<file path="src/rtl/elevator_scan_ctrl.sv">
// SCAN-policy (directional sweep) elevator controller with per-floor travel time and timed door dwell.
// Optional: define ELEVATOR_FIRE_RECALL_EN to add fire_recall (descend to floor 0, hold door open).
module elevator_scan_ctrl #(
    parameter int unsigned N_FLOORS      = 4,
    parameter int unsigned TRAVEL_CYCLES = 100000000,
    parameter int unsigned DOOR_CYCLES   = 50000000
) (
    input  logic                clk,
    input  logic                rst_n,
    input  logic [N_FLOORS-1:0] floor,
`ifdef ELEVATOR_FIRE_RECALL_EN
    input  logic                fire_recall,
`endif
    output logic [N_FLOORS-1:0] y,
    output logic [N_FLOORS-1:0] pending,
    output logic                moving,
    output logic                dir_up,
    output logic                door_open
);

    localparam int unsigned FW        = $clog2(N_FLOORS);
    localparam int unsigned TIMER_MAX = (TRAVEL_CYCLES > DOOR_CYCLES) ? TRAVEL_CYCLES : DOOR_CYCLES;
    localparam int unsigned TW        = $clog2(TIMER_MAX);

    localparam logic [TW-1:0] TRAVEL_LAST = TW'(TRAVEL_CYCLES - 1);
    localparam logic [TW-1:0] DOOR_LAST   = TW'(DOOR_CYCLES - 1);
    localparam logic [FW-1:0] BOTTOM      = '0;

    typedef enum logic [1:0] {
        S_IDLE,
        S_MOVE_UP,
        S_MOVE_DOWN,
        S_DOOR_OPEN
    } state_e;

    state_e              state_q, state_d;
    logic [FW-1:0]       cur_q, cur_d;
    logic [TW-1:0]       timer_q, timer_d;
    logic                dir_up_q, dir_up_d;
    logic [N_FLOORS-1:0] pending_q, pending_d;

    logic [N_FLOORS-1:0] latch_mask;
    logic [N_FLOORS-1:0] clr_mask;
    logic [FW-1:0]       cur_up;
    logic [FW-1:0]       cur_dn;
    logic                above;
    logic                below;

    function automatic logic any_above(input logic [N_FLOORS-1:0] req,
                                       input logic [FW-1:0]       idx);
        logic hit;
        hit = 1'b0;
        for (int i = 0; i < int'(N_FLOORS); i++) begin
            if (i > int'(idx) && req[i]) hit = 1'b1;
        end
        return hit;
    endfunction

    function automatic logic any_below(input logic [N_FLOORS-1:0] req,
                                       input logic [FW-1:0]       idx);
        logic hit;
        hit = 1'b0;
        for (int i = 0; i < int'(N_FLOORS); i++) begin
            if (i < int'(idx) && req[i]) hit = 1'b1;
        end
        return hit;
    endfunction

    assign cur_up = cur_q + FW'(1);
    assign cur_dn = cur_q - FW'(1);
    assign above  = any_above(pending_q, cur_q);
    assign below  = any_below(pending_q, cur_q);

    // NOTE: every signal written here gets a default first, so no path can infer a latch.
    always_comb begin
        state_d    = state_q;
        cur_d      = cur_q;
        timer_d    = timer_q;
        dir_up_d   = dir_up_q;
        latch_mask = floor;
        clr_mask   = '0;

        case (state_q)
            S_IDLE: begin
                timer_d = '0;
                if (pending_q[cur_q]) begin
                    state_d         = S_DOOR_OPEN;
                    clr_mask[cur_q] = 1'b1;
                end else if (dir_up_q && above) begin
                    state_d = S_MOVE_UP;
                end else if (!dir_up_q && below) begin
                    state_d = S_MOVE_DOWN;
                end else if (above) begin
                    state_d  = S_MOVE_UP;
                    dir_up_d = 1'b1;
                end else if (below) begin
                    state_d  = S_MOVE_DOWN;
                    dir_up_d = 1'b0;
                end
            end

            S_MOVE_UP: begin
                if (timer_q == TRAVEL_LAST) begin
                    cur_d   = cur_up;
                    timer_d = '0;
                    if (pending_q[cur_up]) begin
                        state_d          = S_DOOR_OPEN;
                        clr_mask[cur_up] = 1'b1;
                    end else if (!any_above(pending_q, cur_up)) begin
                        state_d = S_IDLE;
                    end
                end else begin
                    timer_d = timer_q + TW'(1);
                end
            end

            S_MOVE_DOWN: begin
                if (timer_q == TRAVEL_LAST) begin
                    cur_d   = cur_dn;
                    timer_d = '0;
                    if (pending_q[cur_dn]) begin
                        state_d          = S_DOOR_OPEN;
                        clr_mask[cur_dn] = 1'b1;
                    end else if (!any_below(pending_q, cur_dn)) begin
                        state_d = S_IDLE;
                    end
                end else begin
                    timer_d = timer_q + TW'(1);
                end
            end

            S_DOOR_OPEN: begin
                // A call for the floor we are standing at extends the dwell instead of queueing.
                latch_mask[cur_q] = 1'b0;
                if (floor[cur_q]) begin
                    timer_d = '0;
                end else if (timer_q == DOOR_LAST) begin
                    state_d = S_IDLE;
                    timer_d = '0;
                end else begin
                    timer_d = timer_q + TW'(1);
                end
            end

            default: begin
                state_d = S_IDLE;
                timer_d = '0;
            end
        endcase

`ifdef ELEVATOR_FIRE_RECALL_EN
        if (fire_recall) begin
            latch_mask = '0;
            clr_mask   = '1;
            case (state_q)
                S_MOVE_UP: begin
                    // Finish the step already under way, then turn around.
                    state_d = S_MOVE_UP;
                    cur_d   = cur_q;
                    timer_d = timer_q + TW'(1);
                    if (timer_q == TRAVEL_LAST) begin
                        state_d  = S_MOVE_DOWN;
                        cur_d    = cur_up;
                        dir_up_d = 1'b0;
                        timer_d  = '0;
                    end
                end
                S_MOVE_DOWN: begin
                    state_d  = S_MOVE_DOWN;
                    cur_d    = cur_q;
                    dir_up_d = 1'b0;
                    timer_d  = timer_q + TW'(1);
                    if (timer_q == TRAVEL_LAST) begin
                        cur_d   = cur_dn;
                        timer_d = '0;
                        state_d = (cur_dn == BOTTOM) ? S_DOOR_OPEN : S_MOVE_DOWN;
                    end
                end
                default: begin
                    cur_d   = cur_q;
                    timer_d = '0;
                    if (cur_q != BOTTOM) begin
                        state_d  = S_MOVE_DOWN;
                        dir_up_d = 1'b0;
                    end else begin
                        state_d  = S_DOOR_OPEN;
                        dir_up_d = dir_up_q;
                    end
                end
            endcase
        end
`endif

        pending_d = (pending_q | latch_mask) & ~clr_mask;
    end

    // NOTE: state registers use non-blocking assignments so every flop samples pre-edge values.
    always_ff @(posedge clk or negedge rst_n) begin
        if (!rst_n) begin
            state_q   <= S_IDLE;
            cur_q     <= '0;
            timer_q   <= '0;
            dir_up_q  <= 1'b1;
            pending_q <= '0;
        end else begin
            state_q   <= state_d;
            cur_q     <= cur_d;
            timer_q   <= timer_d;
            dir_up_q  <= dir_up_d;
            pending_q <= pending_d;
        end
    end

    assign y         = N_FLOORS'(1) << cur_q;
    assign pending   = pending_q;
    assign moving    = (state_q == S_MOVE_UP) || (state_q == S_MOVE_DOWN);
    assign dir_up    = dir_up_q;
    assign door_open = (state_q == S_DOOR_OPEN);

endmodule

</file>
<file path="config.mk">
export PLATFORM = sky130hd
export DESIGN_NAME = elevator_scan_ctrl
export DESIGN_NICKNAME = d
export VERILOG_FILES = /design/src/rtl/elevator_scan_ctrl.sv
export SDC_FILE = /design/constraint.sdc
export NUM_CORES = 1
export LEC_CHECK = 0
export CAP_MARGIN = 40
export CORE_UTILIZATION = 58
export DETAILED_ROUTE_END_ITERATION = 8
export GPL_ROUTABILITY_DRIVEN = 1
export PLACE_DENSITY = 0.83
export SYNTH_ARGS = -nofsm -noshare
export SYNTH_HDL_FRONTEND = slang
export SYNTH_SLANG_ARGS = --single-unit
</file>
<file path="constraint.sdc">
create_clock -name clk -period 3.2 [get_ports clk]
set_input_delay 0.8 -clock clk [delete_from_list [all_inputs] [get_ports clk]]
set_output_delay 0.8 -clock clk [all_outputs]
set_load 0.03 [all_outputs]
</file>
==> impl_results.md, run 1 <==
* Seq/Total Area, Yosys at 39.9%
* Port Buffers at 16
* Depth of the worst hold-timing path at 2
* Setup ws final at 285 ps
* Share of flip-flops with an asynchronous set or reset at 100%
* Unrepaired setup endpoints after global routing: no
* Met2 usage at 41.2%
* Number of gates resized after CTS at 0
* Max frequency at 0.343 GHz
* # Post-CTS Setup Buffers at 0
* Worst slew margin at between 40% and 50%
* YS warnings at 0
* Vias per cell at 5.95
* Hold Startpoint: dir_up$_DFFE_PN1P_
* Grt met3 use at 6.79%
* Core area at 3690 µm²
* Num rows at 22
* # clock sinks at 36
* Synthesized area per cell at about 9.4 µm²
* Most used cell, CP: or4_1
* Grt peak-use layer: met2
* Hold Buf Count CTS at 0
* Buf/Inv on CP at 0
* Largest net degree at the start of global routing at 37
* Top post-synthesis cells by area: dfrtp_1 (39%), ha_1 (7.2%), nor2_1 (6.8%)
* Worst EP required at 3340 ps
* Die width at around 64 µm
* RR Startpoint: timer_q[9]$_DFF_PN0_
* Period minus WS final at 2920 ps
* Worst-path clk slew at 70 ps
* Global-route wire length before repair at between 8000 and 9000 µm
* Outcome: finished clean
* Clock latency on the worst-skew pair at 290 ps
* Kind of critical path: flip-flop to flip-flop
* Crit path DAT at 3050 ps
* Post-Route WL at just under 5000 µm
* Main flop type after synthesis: dfrtp_1
* Pre-CTS setup slack at around 290 ps
* Startpoint class of the critical path: flip-flop
* HP Class: flip-flop to flip-flop
* Crit-path max cell delay at 640 ps
* Post-synth top cells: nor2_1 (41), dfrtp_1 (35), nand2_1 (18), inv_1 (15)
* CP top delay family: simple AND/OR/NAND/NOR gates
* Layout Skew at 6.06 ps
* Synthesized net count at 259
* GRT Total Usage at 27.0%
* Slew @ Worst Pin at 794 ps
* Initial DRC count at roughly 150
* Post-synth cell types at 41
* Overall Power at 860 µW
* Final hold violation count at 0
* Hpwl dp at 3570 µm
* Worst hold endpoint: dir_up$_DFFE_PN1P_
* Pwr dens at 334 nW/µm²
* Most frequent cell after synthesis: nor2_1
* VDD IR-drop max at 0.241 mV
* Cell Area, Synth at 2260 µm²
* RePlAce Congestion at 0.933
* Final Cycle Share at 91.1%
* Crit-path cells: or3b_1 -> or4_1 -> or4_1 -> nand2_1 -> a21o_1 -> nor2_1
* Largest area contributor in the netlist: dfrtp_1
* R2R cell count at 6
* Util after Layout at 69.7%
* EDFF count, synth at 0
* DIE HEIGHT at 64.4 µm
* Fill count at about 300
* Setup total negative slack at 0 ps
* Htree depth at 2
* Via count of the first global-routing pass at between 1.5k and 2k
* TritonCTS Buffers at 5
* CTS root buf: clkbuf_8
* GR Overflow Total at 0
* Synth Register Bits at 36
* CP endpoint kind: flip-flop
* ANT nets after route at 0
* Initial Util at 61.2%
* Worst R2R Setup Slack at 280 ps
* Met1 Usage GRT at a little under two fifths
* Drc violations at 0
* Post-DR wirelength/cell at approximately 16 µm
* Antenna violations before repair at 0
* Vias after detailed routing at 1839
* Num ports at 17
* Final net count at 279
* Max Slew Vio Count at 0
* Leak pwr at 1.03 nW
* N_diodes at 0
* First-pass iteration count of the detailed router at 5
* Yosys top cell area share at 38.8%
* Die area at 4150 µm²
* Mapped Cells at 240
* Share of layout cells above drive strength 1 at 6.51%
* Final setup viols at 0
* Maxcap violations at 0
* Clock tree buffer depth at 2
* P&R area growth vs syn at 13.9%
* Max Fanout on Critical Path at 26
* CTS tree: built
* Worst R2R End: timer_q[25]$_DFF_PN0_
* Slowest cell on crit path: a21o_1
how the worst max path moves through the flow:
| stage | from | to | slack, ps | cells past startpoint |
|---|---|---|---|---|
| after floorplan | timer_q[9]$_DFF_PN0_ | state_q[0]$_DFFE_PN0P_ | 690 | 7 |
| after global placement | timer_q[9]$_DFF_PN0_ | timer_q[19]$_DFF_PN0_ | 350 | 6 |
| after detailed placement | timer_q[9]$_DFF_PN0_ | timer_q[25]$_DFF_PN0_ | 290 | 6 |
| after CTS | timer_q[9]$_DFF_PN0_ | timer_q[25]$_DFF_PN0_ | 270 | 6 |
| after global routing | timer_q[9]$_DFF_PN0_ | timer_q[20]$_DFF_PN0_ | 110 | 6 |
| final | timer_q[9]$_DFF_PN0_ | timer_q[25]$_DFF_PN0_ | 280 | 6 |
power breakdown:
part / internal, mW / leakage [nW] / switching, mW
logic: 0.00722 / 0.511 / 0.0104
registers: 0.455 / 0.464 / 0.000000000000000514
clock network: 0.231 / 0.0552 / 0.157
cell type report:
type	count	area (µm²)	area share, %
clock buffer	6	72.6	2.82
clock inverter	2	35.0	1.36
inverter	15	56.3	2.19
multi-input combinational	184	1270	49.4
sequential	36	902	35.1
tap	48	60.1	2.33
timing repair buffer	18	175	6.81
registers in the layout, summed over array words and instances (netlist names):
signal   flops
timer_q     27
state_q      2
pending      4
cur_q        2
dir_up       1
routing by layer:
layer / up-vias / part of all wire, %
li1: 886 / -
met1: 907 / 48
met2: 38 / 46
met3: 8 / 4.2
met4: 0 / 1.6
met5: - / 0
cell usage in the layout (no fill, tap or decap), types with 3 or more instances in the layout:
cell	n
a21oi_1	6
a221oi_1	7
and2_1	3
and3_1	3
and4_1	3
clkbuf_8	5
clkdlybuf4s50_1	16
dfrtp_1	35
ha_1	13
inv_1	15
mux4_2	4
nand2_1	18
nand2b_1	4
nand3_1	7
nand4_1	13
nor2_1	41
nor3_1	3
nor4_1	3
o21ai_1	5
xnor2_1	13
xor2_1	13
worst reg2reg max path: cells and delay by family, from the launching register on:
family             cells  cell delay, ps
AOI/OAI and AO/OA      1             640
DFF                    1             400
and+or+nand+nor        5            1720
logic make-up after synthesis:
family	count (synthesis)	synth area share (%)
and+or+nand+nor	110	24.8
adders and majority gates	13	7.20
DFF	36	39.9
AOI/OAI and AO/OA	29	9.09
xor gates and xnor gates	26	10.1
buffers and inverters	20	3.77
muxes	6	5.10
through the flow:
stage,cells,area [µm²],hold slack [ps]
floorplan,240,2260,465
global placement,301,2460,497
detailed placement,301,2460,512
CTS,309,2570,522
global route,309,2570,577
finish,309,2570,518
Note: power is estimated with default switching activity, not from simulation.
==> inputs of run 2 (changes only) <==
Settings changed: CORE_ASPECT_RATIO set to 1.4.
==> run 2 against run 1 <==
Count of clock-buffer cells in the layout unchanged. Cell count decreased by 2.3%. Maximum frequency fell by 2.4%. Routed wire length fell by 1.4%. Global-route usage shrank 1.0 points. Critical path type unchanged. Worst hold slack got worse by 3.8 ps. Combinational power down 10%. Sequential power is essentially flat.
==> impl_results.md, run 2 (synthesis gave the netlist of run 1 again) <==
* Worst slew margin at roughly 46%
* Outcome: finished clean
* Share of layout cells above drive strength 1 at between 6 and 7%
* Clock tree buffer depth at 2
* Via count of the first global-routing pass at between 1.5k and 2k
* Antenna violations before repair at 0
* Global-route wire length before repair at 7710 µm
* Vias after detailed routing at 1821
* Worst hold endpoint: timer_q[0]$_DFF_PN0_
* Reg area at 902 µm²
* Area after DPL at 2440 µm²
* # Post-CTS Setup Buffers at 0
* Hpwl dp at 3440 µm
* RR Startpoint: timer_q[9]$_DFF_PN0_
* Unrepaired setup endpoints after global routing: no
* Hold Startpoint: timer_q[0]$_DFF_PN0_
* Drc violations at 0
* Num ports at 17
* Num rows at 26
* Kind of critical path: flip-flop to flip-flop
* Final setup viols at 0
* Most frequent cells in the layout: nor2_1 (41), dfrtp_1 (35), nand2_1 (18)
* Core area at 3680 µm²
* Post-Route WL at 4750 µm
* VDD IR-drop max at 0.355 mV
* Overall Power at 863 µW
* Final hold violation count at 0
* ANT nets after route at 0
* Layout Skew at around 2.3 ps
* Die area at 4150 µm²
* Depth of the worst hold-timing path at 1
* TritonCTS Buffers at 5
* CTS tree: built
* Hold Buf Count CTS at 0
* First-pass iteration count of the detailed router at 4
* Largest net degree at the start of global routing at 37
* Clock latency on the worst-skew pair at ~290 ps
* Initial Util at 61.4%
* # clock sinks at 36
* Multi-input logic area at 1270 µm²
* Period minus WS final at 2990 ps
* N_diodes at 0
* RePlAce Congestion at roughly 0.87
* GR Overflow Total at 0
* Max Slew Vio Count at 0
* Vias per cell at roughly 6.0
* GRT Total Usage at a little over a quarter
* Setup total negative slack at 0 ps
* R2R cell count at 6
* Slew @ Worst Pin at about 810 ps
* Final net count at 278
* Max Fanout on Critical Path at 26
* Startpoint class of the critical path: flip-flop
* Number of gates resized after CTS at 0
* Fill count at 280
* Final Cycle Share at approximately 93%
* Pwr dens at approximately 340 nW/µm²
* Worst-path clk slew at 70 ps
* CTS root buf: clkbuf_8
* Crit path DAT at around 3100 ps
* Die width at 54.7 µm
* Finished Cell Area at 2550 µm²
* CP endpoint kind: flip-flop
* Worst R2R Setup Slack at 210 ps
* HP Class: flip-flop to flip-flop
* Max FFs per register at 27
* Commonest non-fill, non-tap cell in the layout: nor2_1
* Htree depth at 2
* Max frequency at around 0.33 GHz
* Port Buffers at 16
* Worst R2R End: timer_q[21]$_DFF_PN0_
* Maxcap violations at 0
* Post-DR wirelength/cell at between 15 and 20 µm
* Leak pwr at just over 1 nW
* Worst EP required at 3330 ps
* Largest register by flop count: timer_q
* P&R area growth vs syn at 13.0%
* DIE HEIGHT at around 76 µm
* Initial DRC count at 77
-- run 2: layout make-up --
class / instances / share of cell area (%)
Multi-Input combinational cell: 184 / 49.8
Sequential cell: 36 / 35.3
Timing Repair Buffer: 17 / 6.37
Clock buffer: 6 / 2.84
Inverter: 15 / 2.21
Tap cell: 42 / 2.06
Clock inverter: 2 / 1.37
-- run 2: critical path, stage by stage, from the launching register on --
cell and delay [ps]:
dfrtp_1 400, or3b_1 390, or4_1 530, or4_1 550, nand2_1 160, a21o_1 660, nor2_1 140
-- run 2: worst max-delay path by stage --
stage / from / endpoint / slack (ps) / cells after the start
3_3_place_gp: timer_q[9]$_DFF_PN0_ / timer_q[3]$_DFF_PN0_ / 360 / 6
5_1_grt: timer_q[8]$_DFF_PN0_ / timer_q[2]$_DFF_PN0_ / 80 / 6
3_5_place_dp: timer_q[9]$_DFF_PN0_ / timer_q[21]$_DFF_PN0_ / 290 / 6
6_report: timer_q[9]$_DFF_PN0_ / timer_q[21]$_DFF_PN0_ / 210 / 6
4_1_cts: timer_q[9]$_DFF_PN0_ / timer_q[21]$_DFF_PN0_ / 220 / 6
2_1_floorplan: timer_q[9]$_DFF_PN0_ / state_q[0]$_DFFE_PN0P_ / 690 / 7
-- run 2: per-layer routing --
metal	vias up	track usage, %	part of all wire (%)
met3	15	5.19	4.4
met5	-	0	0
met1	866	28.3	41
met2	57	46.5	52
li1	883	-	-
met4	0	12.5	2.8
-- run 2: through the flow --
step	setup slack (ps)	instances	hold WS (ps)	utilization, %
final	212	302	514	69.4
after floorplan	685	240	465	-
after global placement	355	294	496	66.5
after detailed placement	293	294	508	66.5
after global routing	80.1	302	541	69.4
after CTS	221	302	516	69.4
-- run 2: power by group --
group | internal, mW | total (mW) | switching, mW | leakage [nW]
clock network | 0.231 | 0.392 | 0.161 | 0.0552
logic | 0.00580 | 0.0158 | 0.0100 | 0.506
registers | 0.455 | 0.455 | 0.000000000000000532 | 0.464
total | 0.692 | 0.863 | 0.171 | 1.02
